==> config.mk <==
export PLATFORM = sky130hd
export DESIGN_NAME = mem_sram_ctrl
export DESIGN_NICKNAME = d
export VERILOG_FILES = /design/src/rtl/mem_sram_ctrl.sv
export SDC_FILE = /design/constraint.sdc
export NUM_CORES = 1
export LEC_CHECK = 0
export CELL_PAD_IN_SITES_DETAIL_PLACEMENT = 1
export CELL_PAD_IN_SITES_GLOBAL_PLACEMENT = 2
export CORE_UTILIZATION = 21
export DETAILED_ROUTE_END_ITERATION = 12
export GPL_TIMING_DRIVEN = 1
export PLACE_DENSITY_LB_ADDON = 0.1
export RECOVER_POWER = 100
export SLEW_MARGIN = 25
export SYNTH_ARGS = -nofsm -noshare
export SYNTH_HDL_FRONTEND = slang
export SYNTH_SLANG_ARGS = --single-unit
==> constraint.sdc <==
create_clock -name clk -period 1.7 [get_ports clk]
set_clock_uncertainty 0.1 [all_clocks]
set_input_delay 0.34 -clock clk [delete_from_list [all_inputs] [get_ports clk]]
set_output_delay 0.34 -clock clk [all_outputs]
set_load 0.1 [all_outputs]
==> src/rtl/mem_sram_ctrl.sv <==
// rtl/mem_sram_ctrl.sv - MEM-stage 32-bit access sequencer onto a 16-bit async SRAM
// Optional feature macro: SRAM_ALIGN_CHECK_EN (misaligned/out-of-range access -> err, no SRAM cycle)
module mem_sram_ctrl #(
    parameter int DATA_W      = 32,
    parameter int ADDR_W      = 32,
    parameter int SRAM_ADDR_W = 18,
    parameter int SRAM_DATA_W = 16,
    parameter int BASE_ADDR   = 1024,
    parameter int WAIT_CYCLES = 2
) (
    input  logic                   clk,
    input  logic                   rst,
    input  logic                   rd_en,
    input  logic                   wr_en,
    input  logic [ADDR_W-1:0]      address,
    input  logic [DATA_W-1:0]      wr_data,
    output logic [DATA_W-1:0]      rd_data,
    output logic                   ready,
    output logic                   err,
    output logic [SRAM_ADDR_W-1:0] sram_addr,
    output logic [SRAM_DATA_W-1:0] sram_dq_out,
    input  logic [SRAM_DATA_W-1:0] sram_dq_in,
    output logic                   sram_dq_oe,
    output logic                   sram_we_n
);

    localparam int WORD_W = SRAM_ADDR_W - 1;
    localparam int CNT_W  = $clog2(WAIT_CYCLES + 1);
    localparam logic [CNT_W-1:0] CNT_LOAD = CNT_W'(WAIT_CYCLES);
    localparam logic [CNT_W-1:0] CNT_LAST = CNT_W'(1);

    typedef enum logic [1:0] {IDLE, LOW, HIGH, DONE} state_t;

    state_t                 state_q, state_d;
    logic [CNT_W-1:0]       cnt_q, cnt_d;
    logic                   wr_op_q, wr_op_d;
    logic [WORD_W-1:0]      word_q, word_d;
    logic [DATA_W-1:0]      wdata_q, wdata_d;
    logic [SRAM_DATA_W-1:0] rd_lo_q, rd_lo_d;
    logic [DATA_W-1:0]      rd_data_q, rd_data_d;
    logic                   err_q, err_d;

    logic              req;
    logic              bad_addr;
    logic [ADDR_W-1:0] addr_off;
    logic              hi_sel;
    logic              write_phase;
    logic              unused_addr;

    assign req      = rd_en | wr_en;
    assign addr_off = address - ADDR_W'(BASE_ADDR);
    assign unused_addr = ^{address[1:0], addr_off[1:0], addr_off[ADDR_W-1:SRAM_ADDR_W+1]};

`ifdef SRAM_ALIGN_CHECK_EN
    assign bad_addr = (address[1:0] != 2'b00) || (address < ADDR_W'(BASE_ADDR));
`else
    assign bad_addr = 1'b0;
`endif

    always_comb begin
        state_d   = state_q;
        cnt_d     = cnt_q;
        wr_op_d   = wr_op_q;
        word_d    = word_q;
        wdata_d   = wdata_q;
        rd_lo_d   = rd_lo_q;
        rd_data_d = rd_data_q;
        err_d     = 1'b0;
        case (state_q)
            IDLE: begin
                if (req) begin
                    wr_op_d = wr_en;
                    word_d  = addr_off[SRAM_ADDR_W:2];
                    wdata_d = wr_data;
                    cnt_d   = CNT_LOAD;
                    state_d = bad_addr ? DONE : LOW;
                    err_d   = bad_addr;
                end
            end
            LOW: begin
                if (cnt_q == CNT_LAST) begin
                    if (!wr_op_q) rd_lo_d = sram_dq_in;
                    cnt_d   = CNT_LOAD;
                    state_d = HIGH;
                end else begin
                    cnt_d = cnt_q - CNT_LAST;
                end
            end
            HIGH: begin
                if (cnt_q == CNT_LAST) begin
                    if (!wr_op_q) rd_data_d = {sram_dq_in, rd_lo_q};
                    state_d = DONE;
                end else begin
                    cnt_d = cnt_q - CNT_LAST;
                end
            end
            default: state_d = IDLE;
        endcase
    end

    always_ff @(posedge clk) begin
        if (rst) begin
            state_q   <= IDLE;
            cnt_q     <= '0;
            wr_op_q   <= 1'b0;
            word_q    <= '0;
            wdata_q   <= '0;
            rd_lo_q   <= '0;
            rd_data_q <= '0;
            err_q     <= 1'b0;
        end else begin
            state_q   <= state_d;
            cnt_q     <= cnt_d;
            wr_op_q   <= wr_op_d;
            word_q    <= word_d;
            wdata_q   <= wdata_d;
            rd_lo_q   <= rd_lo_d;
            rd_data_q <= rd_data_d;
            err_q     <= err_d;
        end
    end

    // DONE releases the pipeline; the still-visible request is dropped on this edge
    assign ready = rst | (state_q == DONE) | ((state_q == IDLE) & ~req);

    assign hi_sel      = (state_q == HIGH);
    assign write_phase = wr_op_q & ((state_q == LOW) | (state_q == HIGH));
    assign sram_addr   = {word_q, hi_sel};
    assign sram_dq_oe  = write_phase;
    assign sram_dq_out = write_phase ? (hi_sel ? wdata_q[DATA_W-1:SRAM_DATA_W] : wdata_q[SRAM_DATA_W-1:0])
                                     : '0;
    // First HIGH cycle is a dead cycle so the address settles before the strobe
    assign sram_we_n   = ~(wr_op_q & ((state_q == LOW) | ((state_q == HIGH) & (cnt_q != CNT_LOAD))));

    assign rd_data = rd_data_q;
`ifdef SRAM_ALIGN_CHECK_EN
    assign err = err_q;
`else
    assign err = 1'b0;
`endif

endmodule

==> out/metrics.yaml <==
status: "finished with violations"
violations: "negative setup slack"
path_clk_slew_ns: 0.07
synth-seq-area-share_pct: 50.3
grt_pass1_wl_um: 22600
cellInternalPower_mw: 5.69
die_x_um: 141
portBuffers: 137
clkLatencyLatePin_ns: 0.35
fin_crit_sh_pct: 122
synth_area_um2: 4060
fin_area_um2: 7050
rsz0062_at_grt: "true"
pwr-share-comb_pct: 44.8
cp_cell_sequence: "inv_4, ha_4, clkbuf_16, mux2i_4, nor2_4, buf_12"
area_delta_synth_final_pct: 73.7
max_freq_mhz: 480
synth.avg_cell_area_um2: 7.87
initial_core_util_pct: 21.6
setup_viol: 61
cts.sinks: 102
critPathBufInv: 3
vias: 4070
cp.arrival_ns: 1.64
worst_pin_slew_ns: 0.573
finalSetupTns_ns: -8.95
num_io_pins: 154
period_needed_ns: 2.08
synth-edff-count: 0
place_congestion: 0.776
synth_most_common_cell: "nand2_1"
synth_ff_type: "dfxtp_1"
drtIter0Drc: 115
syn-num-nets: 607
synth-seq-cells: 102
grt.total_usage_pct: 14.7
place_area_um2: 6940
antenna_found_initial: 0
powerDensity_nw_per_um2: 1370
clockPowerShare_pct: 23.3
viasPerCell: 4.30
cpPeakStageDelay_ns: 0.35
grt_pass1_vias: 4316
seq_power_share_pct: 31.9
drive_gt1_share_pct: 32.3
endpoint_kind: "output port"
setup_slack_ns: -0.381
htreeDepth: 3
synth-async-reset-ratio_pct: 0
die_area_um2: 19900
slowest_stage: "dfxtp_2"
crit_path_start_kind: "register"
grt_max_degree: 103
rows: 50
total_power_mw: 9.69
antenna_cells: 0
synthTopCellsByArea: "dfxtp_1, nand2_1, a21oi_1"
ir_drop_v: 0.000451
yosysTopAreaCell: "dfxtp_1"
crit_start: "state_q[0]"
crit_type: "reg2out"
finalHoldViolCount: 0
post_drt_wl_per_cell_um: 15.1
max-cap-violations: 0
dp_hpwl_um: 9820
ant_nets: 0
numCtsBuffers: 9
postCtsHoldBufs: 0
tritoncts: "yes"
hold_class: "reg2reg"
netlist.area_leader.share_pct: 50.3
max_slew_margin_pct: 61.8
final-max-slew-violation-count: 0
cpLargestDelayFamily: "buffers and inverters"
dieHeight_um: 141
reg2reg_from: "state_q[1]"
netlist_instances: 516
worstHoldStart: "rd_data[29]"
grt.overflow.total: 0
clockBufferDepth: 2
switchingPower_mw: 4.00
drcViolationCount: 0
drt_wl_total_um: 14300
drt_pass1_iterations: 4
worstPathMaxFanout: 6
swShare_pct: 41.2
final_nets: 773
ctsRootBufferMaster: "clkbuf_16"
core_um2: 18800
critical_path_required_ns: 1.26
ys_types: 37
synth_common_cells: "nand2_1, dfxtp_1, a21oi_1"
synth_warnings: 0
leakage_nw: 2.57
==> power by group through the flow <==
| stage | logic [mW] | registers [mW] | clock network, mW |
|---|---|---|---|
| CTS | 4.57 | 3.12 | 2.33 |
| finish | 4.34 | 3.09 | 2.26 |
| global placement | 4.24 | 3.09 | 0 |
| global route | 4.62 | 3.14 | 2.43 |
| detailed placement | 4.30 | 3.10 | 0 |
| floorplan | 1.60 | 3.93 | 0 |
==> layout by cell type (no fill, tap or decap), types with 7 or more instances in the layout <==
cell type	netlist	final
nand2_1	180	179
dfxtp_1	102	99
a21oi_1	93	74
clkdlybuf4s50_1	0	62
buf_2	3	37
buf_4	2	35
buf_12	0	28
a21oi_2	0	19
mux2i_4	0	16
nor2_4	0	16
clkbuf_4	0	13
clkbuf_16	0	10
nor2_1	26	9
a211oi_1	7	7
==> cell type report <==
type | count | area, µm²
sequential | 102 | 2050
clock inverter | 7 | 96.3
clock buffer | 9 | 225
multi-input combinational | 373 | 2440
timing repair buffer | 189 | 1880
fill | 2162 | 11800
inverter | 7 | 35.0
tap | 260 | 325
==> cell families (layout without fill, tap and decap cells) <==
| kind of cell | count (synthesis) | after routing | share of synthesized area [%] |
|---|---|---|---|
| buffers and inverters | 43 | 212 | 4.25 |
| flip-flops | 102 | 102 | 50.3 |
| AND/OR/NAND/NOR | 229 | 231 | 23.2 |
| multiplexers | 16 | 16 | 3.95 |
| AO/OA/AOI/OAI | 115 | 115 | 15.4 |
| XOR/XNOR | 3 | 3 | 0.647 |
| adder cells (fa/ha/maj) | 7 | 7 | 2.16 |
| other | 1 | 1 | 0.0924 |
==> state kept, by name (all words and copies together) (netlist names) <==
register  cells
rd_data      32
wdata_q      32
word_q       17
rd_lo_q      16
cnt_q         2
state_q       2
wr_op_q       1
==> final timing paths <==
check	end	slack (ns)	depth (start not counted)
setup / recovery	sram_dq_out[13]	-0.38	6
hold / removal	rd_data[29]	0.35	2
setup reg to reg	cnt_q[0]	-0.08	7
hold reg to reg	rd_data[29]	0.35	2
==> metal layers <==
metal / routed length [µm] / vias to the layer above / GRT usage [%]
met4: 274 / 0 / 5.95
met2: 7090 / 90 / 25.3
met5: 0 / - / 0
met3: 702 / 17 / 3.63
met1: 6190 / 1927 / 17.5
li1: - / 2036 / -
==> metrics by stage <==
stage / util, % / hold WS (ns) / worst slack [ns] / cells
6_report: 37.4 / 0.353 / -0.381 / 947
4_1_cts: 39.7 / 0.361 / -0.430 / 943
3_5_place_dp: 36.9 / 0.348 / -0.444 / 921
2_1_floorplan: - / 0.332 / -0.246 / 516
5_1_grt: 37.4 / 0.367 / -0.455 / 947
3_3_place_gp: 36.9 / 0.336 / -0.323 / 921
==> worst reg2reg max path, cell delays in order, from the launching register on <==
cell	delay, ns
dfxtp_4	0.38
inv_4	0.05
ha_4	0.36
buf_6	0.12
buf_6	0.10
nand2b_4	0.05
or4_4	0.41
a21oi_2	0.14
==> repair_timing <==
action                     in CTS  in global routing
gates resized for setup        33                 53
cloned                          2                  1
pin swaps                      14                 11
buffers inserted                4                  3
setup endpoints to repair      63                 31
Power figures use the tool's default switching activity.
